==> src/rtl/wb_writer.sv <==
// Writeback stage: WB register plus one-entry skid buffer feeding the register-file write port,
// with forwarding selects and decode stall. Optional WB_COMMIT_CNT_EN adds a 16-bit commit counter.
module wb_writer #(
  parameter int unsigned REG_DATA_WIDTH    = 16,
  parameter int unsigned REG_NUM_WIDTH     = 4,
  parameter int unsigned REG_FORWARD_WIDTH = 2,
  parameter int unsigned NUM_REG           = 16,
  parameter logic [REG_FORWARD_WIDTH-1:0] REG_FORWARD_REG_FILE = 2'b00,
  parameter logic [REG_FORWARD_WIDTH-1:0] REG_FORWARD_WB       = 2'b01,
  parameter logic [REG_FORWARD_WIDTH-1:0] REG_FORWARD_R0       = 2'b10
) (
  input  logic                         clk,
  input  logic                         rst,
  input  logic                         ex_valid,
  output logic                         ex_ready,
  input  logic                         ex_wr,
  input  logic [REG_NUM_WIDTH-1:0]     ex_wrn,
  input  logic [REG_DATA_WIDTH-1:0]    ex_wrd,
  input  logic                         ex_wr0,
  input  logic [REG_DATA_WIDTH-1:0]    ex_r0d,
  input  logic                         wb_hold,
  input  logic [REG_NUM_WIDTH-1:0]     rn_1,
  input  logic [REG_NUM_WIDTH-1:0]     rn_2,
  output logic [REG_NUM_WIDTH-1:0]     wrn,
  output logic [REG_DATA_WIDTH-1:0]    wrd,
  output logic                         wr,
  output logic                         wr0,
  output logic [REG_DATA_WIDTH-1:0]    r0d,
  output logic [REG_FORWARD_WIDTH-1:0] reg_forward_1,
  output logic [REG_FORWARD_WIDTH-1:0] reg_forward_2,
  output logic                         fwd_stall,
  output logic                         wr_exc
`ifdef WB_COMMIT_CNT_EN
  ,
  output logic [15:0]                  commit_cnt
`endif
);

  localparam int unsigned CNT_WIDTH = 16;

  typedef enum logic [1:0] {ST_EMPTY, ST_FULL, ST_SKID} state_t;

  state_t state_q, state_d;
  logic   rdy_q;
  logic   wr_exc_q;

  logic                      wb_wr_q, wb_wr0_q;
  logic [REG_NUM_WIDTH-1:0]  wb_wrn_q;
  logic [REG_DATA_WIDTH-1:0] wb_wrd_q, wb_r0d_q;
  logic                      sk_wr_q, sk_wr0_q;
  logic [REG_NUM_WIDTH-1:0]  sk_wrn_q;
  logic [REG_DATA_WIDTH-1:0] sk_wrd_q, sk_r0d_q;

  logic wb_vld, sk_vld, xfer, commit, wrn_legal;
  logic ld_wb_ex, ld_wb_sk, ld_sk;

  assign wb_vld    = (state_q != ST_EMPTY);
  assign sk_vld    = (state_q == ST_SKID);
  assign ex_ready  = rdy_q & (state_q != ST_SKID);
  assign xfer      = ex_valid & ex_ready;
  assign commit    = wb_vld & ~wb_hold;
  assign wrn_legal = (32'(ex_wrn) < NUM_REG);

  // Next-state and load-enable decode
  always_comb begin
    state_d  = state_q;
    ld_wb_ex = 1'b0;
    ld_wb_sk = 1'b0;
    ld_sk    = 1'b0;
    case (state_q)
      ST_EMPTY: begin
        if (xfer) begin
          ld_wb_ex = 1'b1;
          state_d  = ST_FULL;
        end
      end
      ST_FULL: begin
        if (commit && xfer) begin
          ld_wb_ex = 1'b1;
        end else if (commit) begin
          state_d = ST_EMPTY;
        end else if (xfer) begin
          ld_sk   = 1'b1;
          state_d = ST_SKID;
        end
      end
      ST_SKID: begin
        if (commit) begin
          ld_wb_sk = 1'b1;
          state_d  = ST_FULL;
        end
      end
      default: state_d = ST_EMPTY;
    endcase
  end

  // State, ready flag and exception pulse
  always_ff @(posedge clk or negedge rst) begin
    if (!rst) begin
      state_q  <= ST_EMPTY;
      rdy_q    <= 1'b0;
      wr_exc_q <= 1'b0;
    end else begin
      state_q  <= state_d;
      rdy_q    <= 1'b1;
      wr_exc_q <= xfer & ex_wr & ~wrn_legal;
    end
  end

  // WB and skid entries; an illegal destination keeps its R0 half but loses wr
  always_ff @(posedge clk or negedge rst) begin
    if (!rst) begin
      wb_wr_q  <= 1'b0;
      wb_wr0_q <= 1'b0;
      wb_wrn_q <= '0;
      wb_wrd_q <= '0;
      wb_r0d_q <= '0;
      sk_wr_q  <= 1'b0;
      sk_wr0_q <= 1'b0;
      sk_wrn_q <= '0;
      sk_wrd_q <= '0;
      sk_r0d_q <= '0;
    end else begin
      if (ld_wb_ex) begin
        wb_wr_q  <= ex_wr & wrn_legal;
        wb_wr0_q <= ex_wr0;
        wb_wrn_q <= ex_wrn;
        wb_wrd_q <= ex_wrd;
        wb_r0d_q <= ex_r0d;
      end else if (ld_wb_sk) begin
        wb_wr_q  <= sk_wr_q;
        wb_wr0_q <= sk_wr0_q;
        wb_wrn_q <= sk_wrn_q;
        wb_wrd_q <= sk_wrd_q;
        wb_r0d_q <= sk_r0d_q;
      end
      if (ld_sk) begin
        sk_wr_q  <= ex_wr & wrn_legal;
        sk_wr0_q <= ex_wr0;
        sk_wrn_q <= ex_wrn;
        sk_wrd_q <= ex_wrd;
        sk_r0d_q <= ex_r0d;
      end
    end
  end

  assign wr     = wb_vld & wb_wr_q & ~wb_hold;
  assign wr0    = wb_vld & wb_wr0_q & ~wb_hold;
  assign wrn    = wb_vld ? wb_wrn_q : '0;
  assign wrd    = wb_vld ? wb_wrd_q : '0;
  assign r0d    = wb_vld ? wb_r0d_q : '0;
  assign wr_exc = wr_exc_q;

  // R0 wins over WB since the register file applies wr0 after wr
  function automatic logic [REG_FORWARD_WIDTH-1:0] fwd_sel(
    input logic [REG_NUM_WIDTH-1:0] rn, input logic w, input logic w0,
    input logic [REG_NUM_WIDTH-1:0] n);
    if (w0 && (rn == '0))   return REG_FORWARD_R0;
    else if (w && (n == rn)) return REG_FORWARD_WB;
    else                     return REG_FORWARD_REG_FILE;
  endfunction

  function automatic logic pending_hit(
    input logic [REG_NUM_WIDTH-1:0] rn, input logic v, input logic w, input logic w0,
    input logic [REG_NUM_WIDTH-1:0] n);
    return v & ((w & (n == rn)) | (w0 & (rn == '0)));
  endfunction

  assign reg_forward_1 = fwd_sel(rn_1, wr, wr0, wrn);
  assign reg_forward_2 = fwd_sel(rn_2, wr, wr0, wrn);

  assign fwd_stall =
      pending_hit(rn_1, wb_vld & wb_hold, wb_wr_q, wb_wr0_q, wb_wrn_q) |
      pending_hit(rn_2, wb_vld & wb_hold, wb_wr_q, wb_wr0_q, wb_wrn_q) |
      pending_hit(rn_1, sk_vld, sk_wr_q, sk_wr0_q, sk_wrn_q) |
      pending_hit(rn_2, sk_vld, sk_wr_q, sk_wr0_q, sk_wrn_q);

`ifdef WB_COMMIT_CNT_EN
  logic [CNT_WIDTH-1:0] cnt_q;

  // Counts commits that actually write; wraps naturally
  always_ff @(posedge clk or negedge rst) begin
    if (!rst) begin
      cnt_q <= '0;
    end else if (commit && (wr || wr0)) begin
      cnt_q <= cnt_q + CNT_WIDTH'(1);
    end
  end

  assign commit_cnt = cnt_q;
`endif

endmodule
==> config.mk <==
export PLATFORM = sky130hd
export DESIGN_NAME = wb_writer
export DESIGN_NICKNAME = d
export VERILOG_FILES = /design/src/rtl/wb_writer.sv
export SDC_FILE = /design/constraint.sdc
export NUM_CORES = 1
export LEC_CHECK = 0
export ABC_CLOCK_PERIOD_IN_PS = 1950
export BUFFER_PORTS_ARGS = -buffer_cell sky130_fd_sc_hd__buf_2
export CAP_MARGIN = 10
export CORE_UTILIZATION = 53
export DETAILED_ROUTE_END_ITERATION = 10
export PLACE_DENSITY = 0.91
export SYNTH_ARGS = -nofsm -noshare
export SYNTH_HDL_FRONTEND = slang
export SYNTH_SLANG_ARGS = --single-unit
==> constraint.sdc <==
create_clock -name clk -period 1.95 [get_ports clk]
set_input_delay 0.0975 -clock clk [delete_from_list [all_inputs] [get_ports clk]]
set_output_delay 0.0975 -clock clk [all_outputs]
set_load 0.02 [all_outputs]
==> flow_summary.ini, run 1 <==
[timing]
setup_viol = 2
fmax_mhz = 497
skew_ps = 8.90
slew_headroom_pct = 57.3
fin_crit_sh_pct = 103
tns_ps = -77.5
final.setup.worst_slack_ps = -61.8
period_minus_slack_ps = 2010
whs_ps = 20.2
tightestPinTransition_ps = 640
drv_slew = 0
final-hold-violation-count = 0
rsz0062_at_grt = true

[final_layout]
area_delta_synth_final_pct = 31.7
antenna_cells = 0
final_nets = 549
final_area_mm2 = 0.00512
drive_above_1_share_pct = 32.7
final_util_pct = 73.8

[min_path]
hp-start = ex_wrn[3]
min_path_type = input pin to flip-flop
min_to = sk_wrn_q[3]$_DFFE_PN0P_
hold_depth = 2

[placed_design]
io_buffers = 93
dpl.hpwl_um = 6380
placed_area_mm2 = 0.00446
gp_congestion = 0.954

[drt]
wl_um = 10300
drtIter0Drc = 255
drtAntennaViolNets = 0
wl_per_cell_um = 17.2
via_count = 3400
vias_per_cell = 5.67
drt_pass1_iterations = 5
drcViolationCount = 0

[die]
io_pins = 95
die_y_um = 87.7
fp.coreArea_mm2 = 0.00694
fp.dieW_um = 87.7
start_util_pct = 56.0
row_count = 30
die-area_mm2 = 0.00769

[status]
status = complete, but fails checks
violations = setup timing

[clock_tree]
cts_buffers = 9
cts.sinks = 79
insertion_delay_ps = 350
clk_path_buf_depth = 2
htree_levels = 3
cts-root-buf = clkbuf_8
cts_tree = yes
cts.clk_slew.worst_paths_ps = 80

[power_and_ir_drop]
vdd_drop_max_uv = 530
total_power_mw = 5.09
leakagePower_nw = 2.50
power.density_mw_per_mm2 = 994

[global_routing]
grt_pass1_vias = 3405
grt_first_pass_wirelength_um = 16500
antenna_found_initial = 0
grt_max_degree = 50
overflow = 0
grt_use_total_pct = 28.7

[critical_path]
critical-path-top-delay-family = simple AND/OR/NAND/NOR gates
critPathMaxStageDelay_ps = 450
r2r-start = state_q[1]$_DFFE_PN0P_
r2r_cells = 5
r2r-end = sk_wrd_q[2]$_DFFE_PN0P_
cp_max_fo = 10
path_class = flip-flop to output port
crit_arrival_ps = 1910
cp.required_ps = 1850
critPathCaptureType = output port
startpoint_type = flip-flop
cp_slowest_cell = dfrtp_2
crit_buf_inv = 1
worstPathCellList = or2_4 -> a211oi_2 -> a21oi_1 -> nor4_2 -> buf_4
r2r_slack_ps = 90

[yosys]
async_flop_share_pct = 100
syn_area_mm2 = 0.00389
yosys_warnings = 0
synth.distinct_cells = 41
ys.flop_type = dfrtp_1
avgSynthCellArea_um2 = 10.5
synthCells = 369
ys_ff_latch = 79
synth_nets = 419
synth-seq-area-share_pct = 50.8
synth_edf_count = 0

[run]
max_cap_violations = 0
layer usage:
layer	track usage, %	part of all wire (%)	vias to the layer above
li1	-	-	1532
met1	35.3	40	1667
met2	47.8	51	172
met3	5.56	5.9	29
met4	16.1	2.8	0
met5	0	0	-
cell usage in the layout, fill, tap and decap left out, drive strengths merged, types with 2 or more instances in the layout:
master	Yosys	final
a211oi	2	2
a21oi	7	7
a22oi	39	39
a31oi	2	2
and2	37	37
and3	2	2
buf	23	110
clkbuf	5	9
clkinv	0	6
conb	2	2
dfrtp	79	79
dlygate4sd3	0	37
inv	2	2
mux2	38	38
nand2	80	80
nor2	6	6
nor2b	3	3
nor4	6	6
o211ai	2	2
o21ai	2	2
o22ai	2	2
or2	2	2
xnor2	4	4
xor2	11	11
cell usage after synthesis (2+ instances only):
cell type,n,area [um^2]
a211oi_1,2,15.0
a21oi_1,7,35.0
a22oi_1,39,293
a31oi_1,2,12.5
and2_1,37,231
and3_1,2,12.5
buf_2,11,55.1
buf_4,9,67.6
buf_6,3,33.8
clkbuf_1,5,18.8
conb_1,2,7.51
dfrtp_1,79,1980
inv_1,2,7.51
mux2_1,20,225
mux2_2,18,203
nand2_1,80,300
nor2_1,5,18.8
nor2b_1,3,18.8
nor4_1,5,31.3
o211ai_1,2,15.0
o21ai_0,2,10.0
o22ai_1,2,12.5
or2_1,2,12.5
xnor2_1,4,35.0
xor2_1,10,87.6
registers in the layout, indices dropped and copies added, names as in the netlist:
| signal | count |
|---|---|
| wb_r0d_q | 16 |
| sk_wr0_q | 1 |
| sk_wrd_q | 16 |
| sk_wrn_q | 4 |
| wb_wr0_q | 1 |
| rdy_q | 1 |
| state_q | 2 |
| wb_wr_q | 1 |
| wb_wrn_q | 4 |
| sk_wr_q | 1 |
| sk_r0d_q | 16 |
| wb_wrd_q | 16 |
power by group:
part           switching, mW  leakage [nW]  total (mW)  internal, mW
Combinational          0.770          1.44        1.45         0.677
Sequential             0.345         0.963        2.47          2.12
Clock                  0.593         0.103        1.17         0.582
per-stage QoR:
step,cells,setup WS [ps]
after floorplan,369,146
after global placement,541,244
after detailed placement,541,153
after CTS,599,-15.7
after global routing,600,-136
final,600,-61.8
what timing repair did:
action,CTS,global route
hold buffers,37,0
buffers inserted,5,1
pin swaps,5,3
endpoints found under the hold margin,115,0
gates resized for setup,11,6
endpoints found under the setup margin,33,3
kinds of logic after synthesis:
group	count (synthesis)	synth area share [%]
AO/OA/AOI/OAI	62	11.5
buffers and inverters	30	4.69
other	2	0.193
flip-flops	79	50.8
AND/OR/NAND/NOR	143	18.3
XOR/XNOR	15	3.57
multiplexers	38	11.0
how the worst max path moves through the flow:
stage | startpoint | end | cells after the start
4_1_cts | wb_wrn_q[0]$_DFFE_PN0P_ | reg_forward_2[0] | 5
3_3_place_gp | wb_wrn_q[3]$_DFFE_PN0P_ | fwd_stall | 5
6_report | state_q[1]$_DFFE_PN0P_ | reg_forward_1[0] | 5
2_1_floorplan | state_q[1]$_DFFE_PN0P_ | reg_forward_2[0] | 5
3_5_place_dp | state_q[0]$_DFFE_PN0P_ | reg_forward_1[0] | 5
5_1_grt | state_q[1]$_DFFE_PN0P_ | reg_forward_1[0] | 5
final cells by class:
type	instances	area [um^2]
Sequential cell	79	1980
Multi-Input combinational cell	260	1820
Timing Repair Buffer	147	1010
Clock buffer	9	124
Tap cell	96	120
Inverter	2	7.51
Clock inverter	7	63.8
Fill cell	448	1820
(Power assumes the default switching activity.)
==> run 2, diff against run 1 <==
Settings changed: PLACE_DENSITY 0.91 to 0.75.
==> flow_summary.ini, run 2 (synthesis gave the netlist of run 1 again) <==
[status]
status = completed

[power_and_ir_drop]
p_sw_share_pct = 31.1
p_switching_mw = 1.67
leakagePower_nw = 2.55
power.density_mw_per_mm2 = 1030
seqPwrFrac_pct = 45.4
comb_power_share_pct = 26.5
power.share.clock_pct = 28.2
vdd_drop_max_uv = 561
internal_power_mw = 3.70

[final_layout]
multi_input_area_mm2 = 0.00181
drive_above_1_share_pct = 32.5
layout_common_cells = buf_2 (90), nand2_1 (80), dfrtp_1 (74), a22oi_1 (39)
fill_cells = 496
area_delta_synth_final_pct = 33.9
final_nets = 550
antenna_cells = 0
seq_area_mm2 = 0.00198
fin_cells = 601
final_common_cell = buf_2

[drt]
via_count = 3211
vias_per_cell = 5.34
drcViolationCount = 0
drtAntennaViolNets = 0
drt_pass1_iterations = 4
drtIter0Drc = 130
wl_per_cell_um = 15.7
wl_um = 9420

[clock_tree]
cts-root-buf = clkbuf_8
htree_levels = 3
clk_path_buf_depth = 2
insertion_delay_ps = 350
cts_tree = yes
cts.sinks = 79
cts.clk_slew.worst_paths_ps = 90
cts_buffers = 9

[critical_path]
r2r-start = state_q[1]$_DFFE_PN0P_
critPathCaptureType = output port
r2r-end = sk_wrd_q[10]$_DFFE_PN0P_
cp.required_ps = 1850
cp_max_fo = 5
crit_arrival_ps = 1840
r2r_slack_ps = 210
r2r_cells = 5
path_class = flip-flop to output port
startpoint_type = flip-flop

[timing]
final-hold-violation-count = 0
fmax_mhz = 515
whs_ps = 16.2
setup_viol = 0
skew_ps = 11.2
period_minus_slack_ps = 1940
fin_crit_sh_pct = 99.6
rsz0062_at_grt = true
drv_slew = 0

[die]
start_util_pct = 56.0
fp.dieW_um = 87.7
row_count = 30
io_pins = 95
die-area_mm2 = 0.00769
die_y_um = 87.7
fp.coreArea_mm2 = 0.00694

[placed_design]
placedCellCount = 544
io_buffers = 93
gp_congestion = 0.933
dpl.hpwl_um = 5980

[global_routing]
antenna_found_initial = 0
overflow = 0
grt_pass1_vias = 3269
grt_use_total_pct = 26.5
grt_first_pass_wirelength_um = 15300
grt_max_degree = 50

[min_path]
min_to = sk_wrn_q[1]$_DFFE_PN0P_
hold_depth = 2
min_path_type = input pin to flip-flop
hp-start = ex_wrn[1]

[run]
max_cap_violations = 0
==> run 2: cell types whose count changed in the layout (fill, tap and decap cells not counted), sizes merged <==
cell,previous run,this run
bufinv,1,3
clkinv,6,2
inv,2,3
clkbuf,9,10
dlymetal6s2s,0,1
==> run 2: power groups by stage <==
stage,Sequential (mW),Combinational [mW],Clock (mW)
global route,2.49,1.56,1.59
finish,2.43,1.42,1.51
CTS,2.43,1.40,1.55
global placement,2.42,1.27,0
detailed placement,2.46,1.31,0
floorplan,2.34,0.957,0
==> run 2: worst max-delay path: stages, from the launching register on <==
cell      delay [ps]
dfrtp_2          460
nor4bb_2         310
a31oi_1           70
o32a_1           200
nor4_2           270
buf_4            190
==> run 2: per-stage QoR <==
stage | setup TNS (ps) | utilization, % | total power [mW] | setup WS [ps] | cell area (um^2)
6_report | 0 | 75.0 | 5.37 | 8.05 | 5210
5_1_grt | -128 | 75.0 | 5.65 | -55.8 | 5210
4_1_cts | 0 | 74.3 | 5.38 | 6.14 | 5160
3_5_place_dp | 0 | 64.7 | 3.76 | 248 | 4500
3_3_place_gp | 0 | 64.7 | 3.69 | 293 | 4500
2_1_floorplan | 0 | - | 3.30 | 146 | 3890
==> run 2: repair_timing <==
action | 4_1_cts | 5_1_grt
hold buffers | 37 | 0
gates resized for setup | 10 | 6
pin swaps | 4 | 0
endpoints found under the setup margin | 3 | 3
gates cloned | 0 | 0
setup buffers | 2 | 2
hold endpoints to repair | 95 | 0
==> run 2: metal layers <==
metal	track usage, %	vias to the layer above	wire, um
met5	0	-	0
met4	10.7	0	150
met2	45.6	100	4780
met1	31.9	1567	4010
li1	-	1530	-
met3	6.79	14	476
==> run 2: worst max-delay path by stage <==
stage / start / end / slack [ps] / cells after the start
2_1_floorplan: state_q[1]$_DFFE_PN0P_ / reg_forward_2[0] / 150 / 5
3_3_place_gp: wb_wrn_q[2]$_DFFE_PN0P_ / fwd_stall / 290 / 5
3_5_place_dp: state_q[1]$_DFFE_PN0P_ / reg_forward_2[0] / 250 / 5
4_1_cts: state_q[1]$_DFFE_PN0P_ / reg_forward_2[0] / 6 / 6
5_1_grt: wb_wrn_q[0]$_DFFE_PN0P_ / reg_forward_2[0] / -60 / 5
6_report: wb_wrn_q[0]$_DFFE_PN0P_ / reg_forward_2[0] / 8 / 5
==> run 2: final cells by class <==
cell class,instances,share of cell area (%)
sequential,79,38.1
multi-input combinational,260,34.8
timing repair buffer,148,19.8
clock buffer,10,2.64
tap,96,2.31
clock inverter,6,2.23
inverter,2,0.144
